$ cat config.mk
export PLATFORM = sky130hd
export DESIGN_NAME = usb_tx_encoder
export DESIGN_NICKNAME = d
export VERILOG_FILES = /design/src/rtl/usb_tx_encoder.sv
export SDC_FILE = /design/constraint.sdc
export NUM_CORES = 1
export LEC_CHECK = 0
export ABC_CLOCK_PERIOD_IN_PS = 1300
export CAP_MARGIN = 0
export CORE_MARGIN = 2
export CORE_UTILIZATION = 40
export CTS_BUF_LIST = sky130_fd_sc_hd__clkbuf_4 sky130_fd_sc_hd__clkbuf_8
export DETAILED_ROUTE_END_ITERATION = 12
export GPL_TIMING_DRIVEN = 0
export PLACE_DENSITY = 0.67
export SLEW_MARGIN = 20
export SYNTH_ARGS = -nofsm -noshare
export SYNTH_HDL_FRONTEND = slang
export SYNTH_SLANG_ARGS = --single-unit
$ cat constraint.sdc
create_clock -name clk -period 1.3 [get_ports clk]
set_input_delay 0.325 -clock clk [delete_from_list [all_inputs] [get_ports clk]]
set_output_delay 0.325 -clock clk [all_outputs]
set_load 0.01 [all_outputs]
$ cat src/rtl/usb_tx_encoder.sv
// USB full-speed transmit line encoder: bit stuffing, NRZI encoding onto
// dplus/dminus, and SE0-SE0-J end-of-packet generation. Line changes only on
// bit_strobe cycles; stuffing tells upstream to hold its shifter for one bit.
module usb_tx_encoder #(
  parameter int unsigned STUFF_LIMIT = 6
) (
  input  logic clk,
  input  logic n_rst,
  input  logic bit_strobe,
  input  logic tx_active,
  input  logic serial_in,
  input  logic eop,
  output logic stuffing,
  output logic dplus,
  output logic dminus,
  output logic busy,
  output logic eop_done
);

  typedef enum logic [2:0] {
    IDLE,
    DATA,
    SE0_1,
    SE0_2,
    EOP_J
  } state_t;

  localparam logic [2:0] LIMIT = 3'(STUFF_LIMIT);

  state_t     state, state_next;
  logic       level, level_next;
  logic [2:0] ones_cnt, ones_cnt_next;
  logic       eop_pend, eop_pend_next;
  logic       dplus_next, dminus_next;
  logic       eop_done_next;
  logic       eop_req;

  // An eop arriving on a strobe cycle counts as already pending for that strobe
  assign eop_req = eop_pend | (eop & (state != IDLE));

  // A stuff bit is owed whenever the run of ones has reached the limit in DATA
  assign stuffing = (state == DATA) && (ones_cnt == LIMIT);

  // Next-state, line level and counter decisions, evaluated per bit strobe
  always_comb begin
    state_next    = state;
    level_next    = level;
    ones_cnt_next = ones_cnt;
    eop_pend_next = eop_req;
    dplus_next    = dplus;
    dminus_next   = dminus;
    eop_done_next = 1'b0;

    case (state)
      IDLE: begin
        eop_pend_next = 1'b0;
        dplus_next    = 1'b1;
        dminus_next   = 1'b0;
        level_next    = 1'b1;
        ones_cnt_next = 3'd0;
        if (tx_active) begin
          state_next = DATA;
        end
      end

      DATA: begin
        if (bit_strobe) begin
          if (ones_cnt == LIMIT) begin
            level_next    = ~level;
            ones_cnt_next = 3'd0;
            dplus_next    = ~level;
            dminus_next   = level;
          end else if (eop_req) begin
            state_next  = SE0_1;
            dplus_next  = 1'b0;
            dminus_next = 1'b0;
          end else if (!tx_active) begin
            state_next    = IDLE;
            level_next    = 1'b1;
            ones_cnt_next = 3'd0;
            eop_pend_next = 1'b0;
            dplus_next    = 1'b1;
            dminus_next   = 1'b0;
          end else if (!serial_in) begin
            level_next    = ~level;
            ones_cnt_next = 3'd0;
            dplus_next    = ~level;
            dminus_next   = level;
          end else begin
            if (ones_cnt < LIMIT) begin
              ones_cnt_next = ones_cnt + 3'd1;
            end
            dplus_next  = level;
            dminus_next = ~level;
          end
        end
      end

      SE0_1: begin
        if (bit_strobe) begin
          state_next  = SE0_2;
          dplus_next  = 1'b0;
          dminus_next = 1'b0;
        end
      end

      SE0_2: begin
        if (bit_strobe) begin
          state_next  = EOP_J;
          dplus_next  = 1'b1;
          dminus_next = 1'b0;
        end
      end

      EOP_J: begin
        if (bit_strobe) begin
          state_next    = IDLE;
          eop_done_next = 1'b1;
          eop_pend_next = 1'b0;
          ones_cnt_next = 3'd0;
          level_next    = 1'b1;
          dplus_next    = 1'b1;
          dminus_next   = 1'b0;
        end
      end

      default: begin
        state_next = IDLE;
      end
    endcase
  end

  // State, counters and registered line outputs; reset forces the line to J
  always_ff @(posedge clk or negedge n_rst) begin
    if (!n_rst) begin
      state    <= IDLE;
      level    <= 1'b1;
      ones_cnt <= 3'd0;
      eop_pend <= 1'b0;
      dplus    <= 1'b1;
      dminus   <= 1'b0;
      busy     <= 1'b0;
      eop_done <= 1'b0;
    end else begin
      state    <= state_next;
      level    <= level_next;
      ones_cnt <= ones_cnt_next;
      eop_pend <= eop_pend_next;
      dplus    <= dplus_next;
      dminus   <= dminus_next;
      busy     <= (state_next != IDLE);
      eop_done <= eop_done_next;
    end
  end

endmodule
# Word level (Yosys, flattened, before mapping)
# Cells that the tools add are included.
[classes]
n_addsub = 1
multipliers = 0
div = 0
magnitude_cmp = 1
n_eq_ne = 12
shift = 0
muxes = 42
bitwise_logic = 3
reduce_logical = 13
[op_table]
columns = ["operator", "count"]
rows = [
  ["two-way mux 3 bit", 15],
  ["two-way mux 1 bit", 21],
  ["one-hot mux 3 bit (5 select lines)", 1],
  ["nonzero test 3 bit", 4],
  ["one-hot mux 1 bit (3 select lines)", 3],
  ["one-hot mux 3 bit (3 select lines)", 1],
  ["AND reduction 4 bit", 2],
  ["== test 3 x 2 -> 1 bit, second input constant", 2],
  ["== test 3 bit, second input constant", 2],
  ["!= test 2 bit, second input constant", 3],
  ["!= test 5 x 3 -> 1 bit, second input constant", 1],
  ["AND reduction 5 bit", 1],
  ["!= test 2 x 1 -> 1 bit, second input constant", 2],
  ["one-hot mux 1 bit (4 select lines)", 1],
  ["nonzero test 4 bit", 1],
  ["adder 3 x 1 -> 3 bit, second input constant", 1],
  ["== test 3 x 1 -> 1 bit, second input constant", 1],
  ["logical NOT 3 bit", 1],
  ["< comparator 3 bit, second input constant", 1],
  ["!= test 3 x 2 -> 1 bit, second input constant", 1],
  ["AND reduction 3 bit", 1],
  ["OR reduction 3 bit", 1],
  ["OR reduction 2 bit", 1],
  ["AND 1 bit", 1],
  ["other kinds (3)", 3],
]
[totals]
ff_bits = 12
latch_bits = 0
ram_bits = 0
mem_bits_ro = 0
in_bits = 6
out_inout_bits = 5
wordCells = 80
memories = 0

# Depth between registers and ports, before layout
[depth]
depth_word = 8
depth_mapped = 6
ltp_nobuf = 6

# Least setup slack after synthesis
# Ideal clock, no wire load.
[synth_path]
path_type = "reg2reg"
start = "reg state[1]"
end = "reg busy"
setup_time_ns = 0.126
arrival_time_ns = 1.297
required_time_ns = 1.174
path_slack_ns = -0.123
stages_incl_launch_ff = 5
n_path_buf = 1
synth_period_minus_slack_ns = 1.423
path_cell_list = "dfrtp_1 > buf_6 > o31a_1 > o211a_1 > a311o_1"
[synth_via]
elab_chain_len = 8
word_cells_on_any_way = 18
classes_between = "eq/ne (4); mux (9); bitwise (2); reduce/logical (3)"
[synth_rtl]
columns = ["item", "line_no", "rtl"]
rows = [
  ["from (decl)", "30", "state_t state, state_next;"],
  ["from (signal assigned)", "145", "state <= state_next;"],
  ["nonzero test 3 bit", "39", "assign eop_req = eop_pend | (eop & (state != IDLE));"],
  ["AND 1 bit", "39", ""],
  ["bitwise OR 1 bit", "39", ""],
  ["two-way mux 3 bit", "73", "end else if (eop_req) begin"],
  ["two-way mux 3 bit", "68", "if (ones_cnt == LIMIT) begin"],
  ["two-way mux 3 bit", "67", "if (bit_strobe) begin"],
  ["one-hot mux 3 bit (5 select lines) (*)", "54", "case (state)"],
  ["nonzero test 3 bit (*)", "151", "busy <= (state_next != IDLE);"],
  ["to (signal assigned)", "151", ""],
  ["to (decl)", "16", "output logic busy,"],
]
# Mark *: on every way between the ends. The rest lies on a longest branch, timed or not.
# A chain may end at the register's enable or synchronous reset.

# Worst setup path after layout
# Ends and elaborated chain as after synthesis.

==> results.sh <==
export IMPL_status="complete, but fails checks"
export IMPL_violations="setup timing"
export IMPL_nFillCells=167
export IMPL_endpoint_kind="flop"
export IMPL_path_clk_slew_ns=0.08
export IMPL_syn_avg_cell_area_um2=9.02
export IMPL_final_layout_size_suffix_gt1_share_pct=38.6
export IMPL_skew_ns=0.0106
export IMPL_cp_start_kind="flop"
export IMPL_ys_types=40
export IMPL_multi_input_area_um2=543
export IMPL_muxShareOfSynthArea_pct=1.28
export IMPL_synth_top_family_by_area="compound AO/OA/AOI/OAI gates"
export IMPL_antenna_found_initial=0
export IMPL_p_switching_uw=820
export IMPL_cts_buffer_depth=2
export IMPL_sequentialPowerShare_pct=25.5
export IMPL_syn_cell_area_um2=785
export IMPL_ioPinCount=11
export IMPL_die_area_um2=2330
export IMPL_synth_edf_count=0
export IMPL_synthesis_nets=95
export IMPL_cts_hold_buf=0
export IMPL_core_region_area_um2=1900
export IMPL_synth_compound_area_share_pct=25.4
export IMPL_regArea_um2=304
export IMPL_yosys_area_share_simple_pct=25.0
export IMPL_ys_warn_count=0
export IMPL_synthCells=87
export IMPL_clock_latency_ns=0.28
export IMPL_post_place_cells=124
export IMPL_nNetsFinal=123
export IMPL_cp_arrival_ns=1.77
export IMPL_grt_pass1_wl_mm=3.10
export IMPL_via_count=776
export IMPL_finalSetupViolations=10
export IMPL_rr_worst_depth=5
export IMPL_tightest_slew_ns=0.549
export IMPL_drc=0
export IMPL_first_pass_iters=4
export IMPL_slew_headroom_pct=63.3
export IMPL_p_comb_share_pct=60.3
export IMPL_min_delay_path_class="input pin to asynchronous set/reset pin"
export IMPL_r2r_start="state[1]"
export IMPL_rows=16
export IMPL_hold_viol=0
export IMPL_diodes=0
export IMPL_cts_sinks=12
export IMPL_fmax_ghz=0.625
export IMPL_clkPwrFrac_pct=14.1
export IMPL_sw_frac_of_total_pct=38.2
export IMPL_yosysSeqAreaShare_pct=38.6
export IMPL_path_max_fanout=9
export IMPL_cts_buffers=3
export IMPL_finalCritPeriodShare_pct=123
export IMPL_grt_max_degree=13
export IMPL_rsz0062_at_grt="yes"
export IMPL_synth_xor_area_share_pct=0
export IMPL_syn_to_final_growth_pct=48.8
export IMPL_grt_overflow=0
export IMPL_fin_ws_ns=-0.301
export IMPL_grt_pass1_vias=711
export IMPL_r2r_slack_ns=-0.30
export IMPL_post_drt_wl_per_cell_um=14.5
export IMPL_cp_data_required_time_ns=1.47
export IMPL_cts_tree="yes"
export IMPL_synth_seq_cells=12
export IMPL_crit_type="flop to flop"
export IMPL_cts_root_buf="clkbuf_4"
export IMPL_die_y_um=48.3
export IMPL_power_density_nw_per_um2=1840
export IMPL_ir_drop_mv=0.934
export IMPL_synth_fa_ha_area_share_pct=3.19
export IMPL_stdcell_count=141
export IMPL_hpwl_mm=1.27
export IMPL_period_needed_ns=1.60
export IMPL_maxCapViolCount=0
export IMPL_initialDrtViolationCount=11
export IMPL_hold_ws_ns=0.391
export IMPL_rr_endpoint="busy"
export IMPL_dieWidth_um=48.3
export IMPL_p_int_uw=1330
export IMPL_synth_ff_type="dfrtp_1"
export IMPL_ant_nets=0
export IMPL_synth_async_sr_flop_share_pct=100
export IMPL_io_buffers=10
export IMPL_drt_wl_total_mm=2.05
export IMPL_place_congestion=0.811
export IMPL_maxSlewViolCount=0
export IMPL_vias_per_cell=5.50
export IMPL_p_leak_uw=0.000565
export IMPL_h_tree_depth=1
export IMPL_track_usage_pct=19.8
export IMPL_start_util_pct=41.2
-- metal layers --
layer | global-route usage (%) | share of wire, % | up-vias
met5 | 0 | 0 | -
met2 | 33.7 | 52 | 14
met3 | 6.30 | 3.9 | 6
met1 | 23.1 | 43 | 384
li1 | - | - | 372
met4 | 7.57 | 1.8 | 0
-- worst max-delay path: stages, from the launching register on --
cell and delay [ns]:
dfrtp_1 0.40, buf_6 0.13, buf_4 0.17, o31a_1 0.28
o211a_1 0.24, a311o_1 0.27
-- how the worst max path moves through the flow --
| stage | start | end | slack (ns) | cells past startpoint |
|---|---|---|---|---|
| after floorplan | state[1] | busy | -0.06 | 4 |
| after global placement | eop | busy | -0.60 | 5 |
| after detailed placement | eop | busy | -0.60 | 5 |
| after CTS | state[2] | stuffing | -0.31 | 4 |
| after global routing | state[1] | stuffing | -0.37 | 4 |
| final | state[1] | busy | -0.30 | 5 |
-- Yosys cell counts (all sizes together), types with 2 or more instances --
master	n	area (um2)
nand2b	3	18.8
o31a	2	17.5
nand3b	2	15.0
nor2	5	18.8
dfrtp	10	250
a21oi	3	18.8
ha	2	25.0
dfstp	2	52.6
nor2b	3	18.8
o211a	2	20.0
and3	2	12.5
nor3b	2	20.0
nand2	9	33.8
nand3	2	10.0
o22ai	2	12.5
nand4	2	12.5
o21ai	6	30.0
inv	6	22.5
a21boi	2	15.0
a21o	2	15.0
buf	4	28.8
-- logic make-up after synthesis --
group           count (synthesis)
flops                          12
compound gates                 27
buf+inv                        10
fa+ha+maj                       2
mux                             1
simple gates                   35
-- metrics by stage --
| step | setup slack [ns] | area [um2] | total power [uW] | TNS [ns] | util, % |
|---|---|---|---|---|---|
| CTS | -0.309 | 1110 | 1980 | -1.51 | 58.6 |
| finish | -0.301 | 1170 | 2150 | -1.73 | 61.4 |
| detailed placement | -0.603 | 930 | 1350 | -4.85 | 48.9 |
| global placement | -0.595 | 930 | 1330 | -4.79 | 48.9 |
| global route | -0.371 | 1170 | 2290 | -2.37 | 61.4 |
| floorplan | -0.0576 | 796 | 1130 | -0.131 | - |
-- power by group through the flow --
| stage | combinational [uW] | sequential, uW | clock [uW] |
|---|---|---|---|
| after floorplan | 561 | 570 | 0 |
| after global placement | 769 | 566 | 0 |
| after detailed placement | 777 | 569 | 0 |
| after CTS | 1120 | 551 | 308 |
| after global routing | 1400 | 563 | 326 |
| final | 1300 | 549 | 304 |
-- timing repair --
item / in CTS / in global routing
endpoints found under the setup margin: 14 / 10
pin swaps: 9 / 7
endpoints found under the hold margin: 0 / 0
gates resized for setup: 39 / 5
buffers inserted: 18 / 5
-- flip-flops by register name, summed over array words and instances (netlist names) --
name / flops
state: 3
eop_pend: 1
ones_cnt: 3
eop_done: 1
level: 1
dminus: 1
dplus: 1
busy: 1
-- layout make-up --
class	count	area share [%]
Buffer	4	3.86
Clock buffer	4	3.11
Inverter	6	1.93
Multi-Input combinational cell	65	46.5
Sequential cell	12	26.0
Tap cell	27	2.89
Timing Repair Buffer	23	15.6
-- cell usage in the layout, fill, tap and decap left out, drive strengths merged, types with 3 or more instances in the layout --
cell         synthesis  final
dfrtp               10     10
nor2                 5      5
inv                  6      6
o21ai                6      6
clkbuf               0      4
nand2                9      9
nand2b               3      3
a21oi                3      3
dlygate4sd2          0      7
nor2b                3      3
buf                  4     19
(Power assumes the default switching activity.)
